$ cat src/rtl/flex_counter_pkg.sv
// flex_counter_pkg: shared direction encoding and terminal-value helper for the flex counter channels.
package flex_counter_pkg;
  localparam logic DIR_DOWN = 1'b0;
  localparam logic DIR_UP = 1'b1;
  localparam int MAX_W = 32;
  function automatic logic [MAX_W-1:0] terminal_val(input logic dir, input logic [MAX_W-1:0] rollover_val);
    return dir == DIR_UP ? rollover_val : MAX_W'(1);
  endfunction
endpackage

$ cat src/rtl/flex_counter_multi_if.sv
// flex_counter_multi_if: control and status bundle for the multi-channel flex counter.
interface flex_counter_multi_if #(
  parameter int NUM_CNT_BITS = 4,
  parameter int NUM_CH = 2
);
  logic [NUM_CH-1:0] clear, load, count_enable, count_up, rollover_flag, wrap_pulse;
  logic [NUM_CH*NUM_CNT_BITS-1:0] load_val, rollover_val, count_out;
  modport master (
    output clear, load, load_val, count_enable, count_up, rollover_val,
    input count_out, rollover_flag, wrap_pulse
  );
  modport slave (
    input clear, load, load_val, count_enable, count_up, rollover_val,
    output count_out, rollover_flag, wrap_pulse
  );
endinterface

$ cat src/rtl/flex_counter_ch.sv
// flex_counter_ch: one programmable up/down counter channel with external advance and combinational wrap event.
module flex_counter_ch
  import flex_counter_pkg::*;
#(
  parameter int NUM_CNT_BITS = 4
) (
  input  logic clk,
  input  logic rst,
  input  logic clear,
  input  logic load,
  input  logic adv,
  input  logic count_up,
  input  logic [NUM_CNT_BITS-1:0] load_val,
  input  logic [NUM_CNT_BITS-1:0] rollover_val,
  output logic [NUM_CNT_BITS-1:0] count_out,
  output logic rollover_flag,
  output logic wrap_pulse,
  output logic wrap_evt
);
  localparam logic [NUM_CNT_BITS-1:0] ONE = NUM_CNT_BITS'(1);
  logic [NUM_CNT_BITS-1:0] nxt, term;
  logic hit, live;
  always_comb begin
    live = rollover_val != '0;
    term = NUM_CNT_BITS'(terminal_val(count_up, MAX_W'(rollover_val)));
    hit = count_up == DIR_UP ? count_out >= rollover_val : count_out == ONE;
    wrap_evt = adv && !clear && !load && live && hit;
    nxt = !live ? '0
        : count_up == DIR_UP ? (hit ? ONE : count_out + ONE)
        : (count_out <= ONE || count_out > rollover_val) ? rollover_val : count_out - ONE;
  end
  // A rollover_val of zero disables the channel, so its flag never asserts.
  always_ff @(posedge clk or posedge rst) begin
    if (rst) begin
      count_out <= '0;
      rollover_flag <= 1'b0;
      wrap_pulse <= 1'b0;
    end else begin
      wrap_pulse <= wrap_evt;
      if (clear) begin
        count_out <= '0;
        rollover_flag <= 1'b0;
      end else if (load) begin
        count_out <= load_val;
        rollover_flag <= live && load_val == term;
      end else if (adv) begin
        count_out <= nxt;
        rollover_flag <= live && nxt == term;
      end
    end
  end
endmodule

$ cat src/rtl/flex_counter_multi.sv
// flex_counter_multi: NUM_CH independent flex counters, optionally cascaded into one prescaled chain.
module flex_counter_multi #(
  parameter int NUM_CNT_BITS = 4,
  parameter int NUM_CH = 2,
  parameter bit CASCADE = 1'b0
) (
  input logic clk,
  input logic rst,
  flex_counter_multi_if.slave bus
);
  for (genvar i = 0; i < NUM_CH; i++) begin : g_ch
    logic adv, evt;
    if (CASCADE == 1'b0 || i == 0) begin : g_root
      assign adv = bus.count_enable[i];
    end else begin : g_chain
      assign adv = bus.count_enable[i] && g_ch[i-1].evt;
    end
    flex_counter_ch #(.NUM_CNT_BITS(NUM_CNT_BITS)) u_ch (
      .clk(clk),
      .rst(rst),
      .clear(bus.clear[i]),
      .load(bus.load[i]),
      .adv(adv),
      .count_up(bus.count_up[i]),
      .load_val(bus.load_val[i*NUM_CNT_BITS +: NUM_CNT_BITS]),
      .rollover_val(bus.rollover_val[i*NUM_CNT_BITS +: NUM_CNT_BITS]),
      .count_out(bus.count_out[i*NUM_CNT_BITS +: NUM_CNT_BITS]),
      .rollover_flag(bus.rollover_flag[i]),
      .wrap_pulse(bus.wrap_pulse[i]),
      .wrap_evt(evt)
    );
  end
endmodule

$ cat src/flat_wrapper.sv
// flat-port wrapper written by rule: the top's interface ports become plain ports
module flex_counter_multi_flat 
#(
  parameter int NUM_CNT_BITS = 4,
  parameter int NUM_CH = 2,
  parameter bit CASCADE = 1'b0
)
  (clk, rst, bus_clear, bus_load, bus_load_val, bus_count_enable, bus_count_up, bus_rollover_val, bus_count_out, bus_rollover_flag, bus_wrap_pulse);
  flex_counter_multi_if #(.NUM_CNT_BITS(NUM_CNT_BITS), .NUM_CH(NUM_CH)) bus_i ();
  input logic clk;
  input logic rst;
  input wire logic [$bits(bus_i.clear)-1:0] bus_clear;
  input wire logic [$bits(bus_i.load)-1:0] bus_load;
  input wire logic [$bits(bus_i.load_val)-1:0] bus_load_val;
  input wire logic [$bits(bus_i.count_enable)-1:0] bus_count_enable;
  input wire logic [$bits(bus_i.count_up)-1:0] bus_count_up;
  input wire logic [$bits(bus_i.rollover_val)-1:0] bus_rollover_val;
  output wire logic [$bits(bus_i.count_out)-1:0] bus_count_out;
  output wire logic [$bits(bus_i.rollover_flag)-1:0] bus_rollover_flag;
  output wire logic [$bits(bus_i.wrap_pulse)-1:0] bus_wrap_pulse;
  assign bus_i.clear = bus_clear;
  assign bus_i.load = bus_load;
  assign bus_i.load_val = bus_load_val;
  assign bus_i.count_enable = bus_count_enable;
  assign bus_i.count_up = bus_count_up;
  assign bus_i.rollover_val = bus_rollover_val;
  assign bus_count_out = bus_i.count_out;
  assign bus_rollover_flag = bus_i.rollover_flag;
  assign bus_wrap_pulse = bus_i.wrap_pulse;
  flex_counter_multi #(.NUM_CNT_BITS(NUM_CNT_BITS), .NUM_CH(NUM_CH), .CASCADE(CASCADE)) u_core (.clk(clk), .rst(rst), .bus(bus_i));
endmodule
$ cat config.mk
export PLATFORM = sky130hd
export DESIGN_NAME = flex_counter_multi_flat
export DESIGN_NICKNAME = d
export VERILOG_FILES = /design/src/rtl/flex_counter_pkg.sv /design/src/rtl/flex_counter_multi_if.sv /design/src/rtl/flex_counter_ch.sv /design/src/rtl/flex_counter_multi.sv /design/src/flat_wrapper.sv
export SDC_FILE = /design/constraint.sdc
export NUM_CORES = 1
export LEC_CHECK = 0
export BUFFER_PORTS_ARGS = -buffer_cell sky130_fd_sc_hd__clkbuf_2
export CAP_MARGIN = 20
export CORE_ASPECT_RATIO = 0.8
export CORE_MARGIN = 3
export CORE_UTILIZATION = 55
export CTS_BUF_LIST = sky130_fd_sc_hd__clkbuf_4
export DETAILED_ROUTE_END_ITERATION = 12
export GPL_ROUTABILITY_DRIVEN = 0
export PLACE_DENSITY = 0.84
export SETUP_SLACK_MARGIN = 0.2
export SYNTH_ARGS = -nofsm -noshare
export SYNTH_HDL_FRONTEND = slang
export SYNTH_SLANG_ARGS = --single-unit
$ cat constraint.sdc
create_clock -name clk -period 2.7 [get_ports clk]
set_input_delay 0.27 -clock clk [delete_from_list [all_inputs] [get_ports clk]]
set_output_delay 0.27 -clock clk [all_outputs]
set_load 0.02 [all_outputs]
# Yosys cells after proc, flatten, opt, wreduce, memory -nomap -nowiden
# Cells that the tools add are included.
# Widths: inputs -> output; s select.
[op_classes]
addsub = 4
n_lt_le_gt_ge = 6
n_eq_ne = 6
mux = 24
reduce_logical = 22
[op_table]
columns = ["cell", "count"]
rows = [
  ["$mux 4", 16],
  ["$eq 4x4->1", 4],
  ["$logic_and 1x1->1", 12],
  ["$add 4x1->4 const B", 2],
  ["$eq 4x1->1 const B", 2],
  ["$ge 4x4->1", 2],
  ["$gt 4x4->1", 2],
  ["$le 4x1->1 const B", 2],
  ["$mux 1", 8],
  ["$reduce_bool 4->1", 2],
  ["$sub 4x1->4 const B", 2],
  ["$reduce_bool 3->1", 2],
  ["$logic_not 1->1", 4],
  ["$logic_or 1x1->1", 2],
]
[word_totals]
register_bits = 12
input_bits = 26
out_inout_bits = 12
wordCells = 68

# Logic depth before layout (Yosys ltp)
# Gate-level depths: netlist (run 1).
[logic_depth]
ltp_word = 10
depth_mapped = 11
ltp_nobuf = 9

# By module
# Synthesis (run 1) repeated with hierarchy kept, for this count alone.
[unflattened]
hier_cells = 250
hier_area_um2 = 1809.2
[modules_own_cells]
columns = ["module", "instances", "cells_per_inst", "area_each_um2", "seq_area_each_um2"]
rows = [
  ["flex_counter_ch", 2, 125, 904.6, 150.1],
]

# Worst setup path before layout (run 1)
# Ideal clock, no wire load.
[synth_timing]
kind = "register to register"
startpoint = "register u_core.g_ch[0].u_ch.count_out[0]"
endpoint = "register u_core.g_ch[0].u_ch.rollover_flag"
setup_ns = 0.120
arrival_ns = 2.494
slack_ns = 0.086
stages_incl_launch_ff = 12
n_path_buf = 2
period_less_slack_ns = 2.614
cell_sequence = "dfrtp_1 > clkbuf_1 > inv_1 > ha_1 > nand4_1 > and4b_1 > and2_1 > buf_6 > a211oi_2 > a221oi_1 > a221o_1 > a31o_1"
[synth_via]
elab_chain_len = 10
elab_cells_between_ends = 17
[synth_rtl]
columns = ["item", "line_no", "text"]
rows = [
  ["start, declared", "flex_counter_ch.sv:15", "output logic [NUM_CNT_BITS-1:0] count_out,"],
  ["start signal, assigned", "flex_counter_ch.sv:44", "count_out <= load_val;"],
  ["start signal, assigned", "flex_counter_ch.sv:47", "count_out <= nxt;"],
  ["$ge 4x4->1, or another cell as far along", "flex_counter_ch.sv:26", "hit = count_up == DIR_UP ? count_out >= rollover_val : count_out == ONE;"],
  ["$mux 1 / $logic_or 1x1->1 (equally long branches)", "flex_counter_ch.sv:26, flex_counter_ch.sv:30", ""],
  ["$mux 4 (on tied branches)", "flex_counter_ch.sv:29, flex_counter_ch.sv:30", ""],
  ["$mux 4 *", "flex_counter_ch.sv:29", ": count_up == DIR_UP ? (hit ? ONE : count_out + ONE)"],
  ["$mux 4 *", "flex_counter_ch.sv:28", "nxt = !live ? '0"],
  ["$eq 4x4->1 *", "flex_counter_ch.sv:48", "rollover_flag <= live && nxt == term;"],
  ["$logic_and 1x1->1 *", "flex_counter_ch.sv:48", ""],
  ["$mux 1 *", "flex_counter_ch.sv:46", "end else if (adv) begin"],
  ["$mux 1 *", "flex_counter_ch.sv:43", "end else if (load) begin"],
  ["$mux 1 *", "flex_counter_ch.sv:40", "if (clear) begin"],
  ["end signal, assigned", "flex_counter_ch.sv:45", "rollover_flag <= live && load_val == term;"],
  ["end signal, assigned", "flex_counter_ch.sv:48", ""],
  ["end, declared", "flex_counter_ch.sv:16", "output logic rollover_flag,"],
]
# Mark *: on every way between the ends. The rest lies on a longest branch, timed or not. The select of a mux whose other input is x is not followed.
# A chain may end at the register's enable or synchronous reset.

# Worst setup path after layout (run 1)
[layout_timing]
startpoint = "register u_core.g_ch[1].u_ch.count_out[1]"
endpoint = "register u_core.g_ch[1].u_ch.rollover_flag"
[layout_via]
elab_chain_len = 10
elab_cells_between_ends = 17
[layout_rtl]
columns = ["item", "line_no"]
rows = [
  ["start, declared", "flex_counter_ch.sv:15"],
  ["start signal, assigned", "flex_counter_ch.sv:44"],
  ["start signal, assigned", "flex_counter_ch.sv:47"],
  ["$ge 4x4->1, or another cell as far along", "flex_counter_ch.sv:26"],
  ["$mux 1 / $logic_or 1x1->1 (equally long branches)", "flex_counter_ch.sv:26, flex_counter_ch.sv:30"],
  ["$mux 4 (on tied branches)", "flex_counter_ch.sv:29, flex_counter_ch.sv:30"],
  ["$mux 4 *", "flex_counter_ch.sv:29"],
  ["$mux 4 *", "flex_counter_ch.sv:28"],
  ["$eq 4x4->1 *", "flex_counter_ch.sv:48"],
  ["$logic_and 1x1->1 *", "flex_counter_ch.sv:48"],
  ["$mux 1 *", "flex_counter_ch.sv:46"],
  ["$mux 1 *", "flex_counter_ch.sv:43"],
  ["$mux 1 *", "flex_counter_ch.sv:40"],
  ["end signal, assigned", "flex_counter_ch.sv:45"],
  ["end signal, assigned", "flex_counter_ch.sv:48"],
  ["end, declared", "flex_counter_ch.sv:16"],
]
# Marks and branches as above.

==> summary.md, run 1 <==
| Metric | Value |
|---|---|
| Status | `finished, final reports clean` |
| Number of synthesized flops with an enable pin | `0` |
| CP Launch Type | `register` |
| Endpoints failing setup | `0` |
| Synth warn | `0` |
| CTS tree | `yes` |
| DR vias | `1844` |
| Nets | `292` |
| Yosys reg bits | `12` |
| Rel. slew slack | `67.6%` |
| I/O Buffers | `37` |
| Final Slew Violations | `0` |
| Hold Path Class | `in2reg` |
| Initial antenna violation count | `0` |
| I/O pin total | `38` |
| H-Tree Level Count | `1` |
| GR Layer Usage met1 | `39.1%` |
| Syn Nets | `256` |
| Vias in the first global route | `1506` |
| Routed Antenna Nets | `0` |
| Worst Setup End Kind | `register` |
| Pwr/cell area | `381 nW/um^2` |
| Async SR Flop Fraction | `100%` |
| Routing usage on met2 | `36.5%` |
| Starting Density | `58.7%` |
| Hold Violations, Final | `0` |
| Mapped Area | `1650 sq um` |
| RSZ-0062 raised after global routing | `no` |
| # diodes | `0` |
| Final WL | `4710 um` |
| First-pass GRT wire length | `7110 um` |
| Die width | `67.2 um` |
| Pre-CTS setup slack | `238 ps` |
| Drt via density | `6.38` |
| Clock latency on the worst-skew pair | `270 ps` |
| Largest net degree at the start of global routing | `20` |
| Mapped Cells | `216` |
| Final setup TNS | `0 ps` |
| Max-cap violations | `0` |
| Mapped Avg Cell Area | `7.63 sq um` |
| Seq/Total Area, Yosys | `18.2%` |
| DIE AREA | `3700 sq um` |
| Clock sink count | `12` |
| Wire per inst | `16.3 um` |
| Tightest Pin Transition | `485 ps` |
| DP HPWL | `3620 um` |
| Top-area cell type share of the netlist area | `18.2%` |
| CP max stage delay | `460 ps` |
| CP arrival | `2650 ps` |
| Post-synth cell types | `53` |
| CP cell instances | `ha_1, nor2b_1, o211ai_2, and4_2, a21oi_1, a311o_1, a211oi_1, a32o_1` |
| Cell taking the most area after synthesis | `dfrtp_1` |
| GRT Total Usage | `25.9%` |
| Most crowded layer after global routing | `met1` |
| Layout cells sized above 1 | `25.5%` |
| Clock buffer count from CTS | `3` |
| GR Util met3 | `7.27%` |
| Final Skew | `5.30 ps` |
| CTS clk-pin slew, worst paths | `80 ps` |
| Overall Power | `0.729 mW` |
| Peak VDD IR | `234 uV` |
| Worst setup margin | `267 ps` |
| Worst Path Buf+Inv | `0` |
| Critical path class | `reg2reg` |
| Placed cell count | `281` |
| FILL cells | `255` |
| Ys flop type | `dfrtp_1` |
| Top post-synthesis cells by area | `dfrtp_1 18%, ha_1 11%, mux2i_1 6.7%, a21oi_1 4.6%, nor2_1 4.3%` |
| Cell family with most CP delay | `compound AO/OA/AOI/OAI gates` |
| Residual DRC | `0` |
| Area delta synth->final | `16.1%` |
| Slowest-stage cell, CP | `dfrtp_2` |
| GRT overflow | `0` |
| Vert. Die Dim | `55.0 um` |
| Initial drt markers | `162` |
| Core Rows | `17` |
| CP required | `2910 ps` |
| Fmax achieved | `411 MHz` |
| Clock Tree Root | `clkbuf_4` |
| Core ar. | `2810 sq um` |
| Crit share post-route | `90.1%` |
| DR pass1 iterations | `7` |
| Layout Cells excl Fill | `289` |
| Clock Path Buffers | `2` |
| Post-layout min period | `2430 ps` |
| Leakage | `0.944 nW` |
| Crit-path max FO | `7` |
-- path summary, 6_finish.rpt --
path | from | end | slack (ps) | depth (start not counted)
min in group asynchronous | rst | u_core.g_ch[0].u_ch.count_out[1]$_DFFE_PP0P_ | 530 | 3
worst max register to register | u_core.g_ch[1].u_ch.count_out[1]$_DFFE_PP0P_ | u_core.g_ch[1].u_ch.rollover_flag$_DFFE_PP0P_ | 270 | 8
worst max-delay path | u_core.g_ch[1].u_ch.count_out[1]$_DFFE_PP0P_ | u_core.g_ch[1].u_ch.rollover_flag$_DFFE_PP0P_ | 270 | 8
max in group asynchronous | rst | u_core.g_ch[0].u_ch.count_out[0]$_DFFE_PP0P_ | 1840 | 3
worst min-delay path | bus_clear[1] | u_core.g_ch[1].u_ch.count_out[3]$_DFFE_PP0P_ | 250 | 2
worst min register to register | u_core.g_ch[1].u_ch.rollover_flag$_DFFE_PP0P_ | u_core.g_ch[1].u_ch.rollover_flag$_DFFE_PP0P_ | 540 | 1
-- where the power goes --
group	total, mW	leakage, nW	switching [mW]	internal (mW)
sequential	0.209	0.157	0.0160	0.193
combinational	0.407	0.772	0.241	0.165
clock	0.114	0.0154	0.0602	0.0535
total	0.729	0.944	0.317	0.412
-- cell usage after synthesis (all sizes together), types with 2 or more instances --
cell	number
nor3	10
buf	9
a211o	2
a31oi	5
nand2b	2
a221oi	2
mux2i	11
and2	2
inv	16
o21ai	6
nand2	18
a211oi	6
a32o	3
nand4	3
nor2	19
nor4	5
xnor2	3
xor2	7
clkbuf	6
o211ai	3
nand3	8
dfrtp	12
or2	5
a21oi	15
ha	14
nor2b	3
a311oi	3
a21o	3
-- cells by family (layout without fill, tap and decap cells) --
family	Yosys count	in the layout	synth area share (%)
muxes	11	11	6.68
adders and majority gates	14	14	10.6
and+or+nand+nor	79	79	23.9
AOI/OAI and AO/OA	59	59	26.4
buffers and inverters	31	66	8.88
xor gates and xnor gates	10	10	5.31
DFF	12	12	18.2
-- registers in the layout, summed over array words and instances, names as in the netlist --
| register | count |
|---|---|
| u_core.g_ch.u_ch.count_out | 8 |
| u_core.g_ch.u_ch.rollover_flag | 2 |
| u_core.g_ch.u_ch.wrap_pulse | 2 |
-- per-layer routing --
metal  routed length [um]  share of wire (%)  vias up
met2                 2000                 42      107
met4                   29               0.62        0
met1                 2150                 46      856
met5                    0                  0        -
li1                     -                  -      873
met3                  535                 11        8
-- per-stage QoR --
stage                     hold WS [ps]  utilization (%)  instance area [sq um]
after floorplan                    135                -                   1650
after global placement             281             65.3                   1830
after detailed placement           282             65.3                   1830
after CTS                          244             66.7                   1870
after global routing               259             68.2                   1910
final                              254             68.2                   1910
-- area by class of cell --
class                   count  area (sq um)  share of cell area, %
multi-input cells         173          1220                   63.9
flip-flops and latches     12           303                   15.8
repair buffers             46           255                   13.3
inverters                  16          60.1                   3.14
well taps                  38          47.5                   2.48
clock buffers               3          22.5                   1.18
clock inverters             1          3.75                  0.196
-- cell usage in the layout (no fill, tap or decap), drive strengths merged, types with 8 or more instances in the layout --
cell / n
a21oi: 15
inv: 16
dfrtp: 12
clkbuf: 40
ha: 14
nor3: 10
nor2: 19
nand2: 18
buf: 8
mux2i: 11
nand3: 8
-- what timing repair did --
| action | 4_1_cts | 5_1_grt |
|---|---|---|
| hold endpoints to repair | 12 | 0 |
| endpoints found under the setup margin | 1 | 4 |
| pin swaps | 0 | 0 |
| buffers inserted | 0 | 3 |
| resized for setup | 1 | 5 |
| hold buffers | 1 | 0 |
(Power assumes the default switching activity.)
==> run 2: changes to the inputs <==
- CTS_BUF_LIST: sky130_fd_sc_hd__clkbuf_4 -> default
==> run 2 against run 1 <==
Compared with the run above:
- clock skew fell by 2.5 ps
- power up 11%
- design area rose by 0.85%
- first-iteration DRC count fell by 12%
- via count down 0.60%
- critical path depth is the same
- setup slack better by 23 ps
- cell count fell by 0.35%
- clock power increased by 69%
- non-clock buffer count fell by 1
- sequential power about the same
==> summary.md, run 2 (same netlist as run 1, synthesis figures left out) <==
| Metric | Value |
|---|---|
| DR vias | `1833` |
| Area delta synth->final | `17.1%` |
| DRT met1 WL | `2150 um` |
| Final WL | `4680 um` |
| Clock buffer count from CTS | `3` |
| Nets | `291` |
| Die width | `67.2 um` |
| Clock Tree Root | `clkbuf_8` |
| Crit-path max FO | `7` |
| Drt via density | `6.36` |
| Post-layout min period | `2410 ps` |
| DR top layer | `met4` |
| CP cell instances | `ha_1, nor2b_1, o211ai_2, and4_4, a21oi_1, a311o_1, a211oi_1, a32o_1` |
| GRT overflow | `0` |
| Peak VDD IR | `300 uV` |
| H-Tree Level Count | `1` |
| Final hold slack | `14.3 ps` |
| Worst Path Buf+Inv | `0` |
| Top Registers | `u_core.g_ch.u_ch.count_out: 8 flops, u_core.g_ch.u_ch.rollover_flag: 2 flops, u_core.g_ch.u_ch.wrap_pulse: 2 flops` |
| Core Rows | `17` |
| Cell family with most CP delay | `compound AO/OA/AOI/OAI gates` |
| Placed cell count | `281` |
| Max-cap violations | `0` |
| Endpoints failing setup | `0` |
| # diodes | `0` |
| I/O pin total | `38` |
| CP Launch Type | `register` |
| CP arrival | `2590 ps` |
| Critical path class | `reg2reg` |
| Max reg flops | `8` |
| Final Slew Violations | `0` |
| Largest net degree at the start of global routing | `20` |
| Initial drt markers | `142` |
| DR pass1 iterations | `6` |
| Overall Power | `0.806 mW` |
| Hold Path Class | `in2async` |
| DR WL met3 | `493 um` |
| Hold Buf Count CTS | `0` |
| Initial antenna violation count | `0` |
| Slowest-stage cell, CP | `dfrtp_1` |
| CP required | `2880 ps` |
| Vias in the first global route | `1515` |
| Wire per inst | `16.3 um` |
| Final Util | `68.8%` |
| Core ar. | `2810 sq um` |
| CTS tree | `yes` |
| Final Skew | `2.75 ps` |
| DIE AREA | `3700 sq um` |
| Pwr/cell area | `418 nW/um^2` |
| RSZ-0062 raised after global routing | `no` |
| Vert. Die Dim | `55.0 um` |
| Clock sink count | `12` |
| First-pass GRT wire length | `7170 um` |
| Most frequent cells in the layout | `37 x clkbuf_2, 19 x nor2_1, 18 x nand2_1` |
| Residual DRC | `0` |
| Fmax achieved | `415 MHz` |
| Final setup TNS | `0 ps` |
| Status | `finished, final reports clean` |
| Tightest Pin Transition | `493 ps` |
| Most common cell after layout, fill and taps aside | `clkbuf_2` |
| Routed wl met2 | `2010 um` |
| Leakage | `0.955 nW` |
| Rel. slew slack | `67.0%` |
| Hold Violations, Final | `0` |
| I/O Buffers | `37` |
| Crit share post-route | `89.3%` |
| DP HPWL | `3620 um` |
| Starting Density | `58.7%` |
| Routed Antenna Nets | `0` |
| CTS clk-pin slew, worst paths | `50 ps` |
| Clock Path Buffers | `2` |
| CP max stage delay | `470 ps` |
| Top reg by flops | `u_core.g_ch.u_ch.count_out` |
| Clock latency on the worst-skew pair | `240 ps` |
| Worst Setup End Kind | `register` |
| Layout Cells excl Fill | `288` |
| Layout cells sized above 1 | `25.6%` |
| GRT Total Usage | `26.1%` |
[run 2: final cells by class]
type / count / area, sq um
inverter: 16 / 60.1
multi-input combinational: 173 / 1220
timing repair buffer: 45 / 245
tap: 38 / 47.5
sequential: 12 / 303
clock buffer: 4 / 55.1
fill: 253 / 877
[run 2: layer usage]
| metal | vias up | track usage [%] |
|---|---|---|
| li1 | 868 | - |
| met1 | 844 | 39.4 |
| met2 | 113 | 36.2 |
| met3 | 8 | 7.88 |
| met4 | 0 | 5.05 |
| met5 | - | 0 |
[run 2: what timing repair did]
item | CTS | global route
setup endpoints to repair | 0 | 4
endpoints found under the hold margin | 0 | 0
buffers inserted | 0 | 3
resized for setup | 0 | 6
[run 2: per-stage QoR]
step	cell area, sq um	worst slack (ps)
after floorplan	1650	242
after detailed placement	1830	238
after global routing	1930	204
after CTS	1890	209
after global placement	1830	284
final	1930	290
[run 2: where the power goes]
part	switching, mW	internal (mW)	leakage, nW
clock	0.0644	0.129	0.0288
sequential	0.0157	0.193	0.157
combinational	0.239	0.165	0.769
total	0.320	0.487	0.955
[run 2: final timing paths]
path                                                               startpoint                                             to  slack, ps  cells after the start
worst min-delay path                                                      rst   u_core.g_ch[1].u_ch.count_out[1]$_DFFE_PP0P_         10                      2
max in group asynchronous                                                 rst   u_core.g_ch[0].u_ch.count_out[0]$_DFFE_PP0P_       2340                      2
worst min register to register  u_core.g_ch[1].u_ch.rollover_flag$_DFFE_PP0P_  u_core.g_ch[1].u_ch.rollover_flag$_DFFE_PP0P_        530                      1
min in group clk                                                 bus_clear[1]   u_core.g_ch[1].u_ch.count_out[3]$_DFFE_PP0P_        300                      2
worst max-delay path             u_core.g_ch[1].u_ch.count_out[1]$_DFFE_PP0P_  u_core.g_ch[1].u_ch.rollover_flag$_DFFE_PP0P_        290                      8
worst max register to register   u_core.g_ch[1].u_ch.count_out[1]$_DFFE_PP0P_  u_core.g_ch[1].u_ch.rollover_flag$_DFFE_PP0P_        290                      8
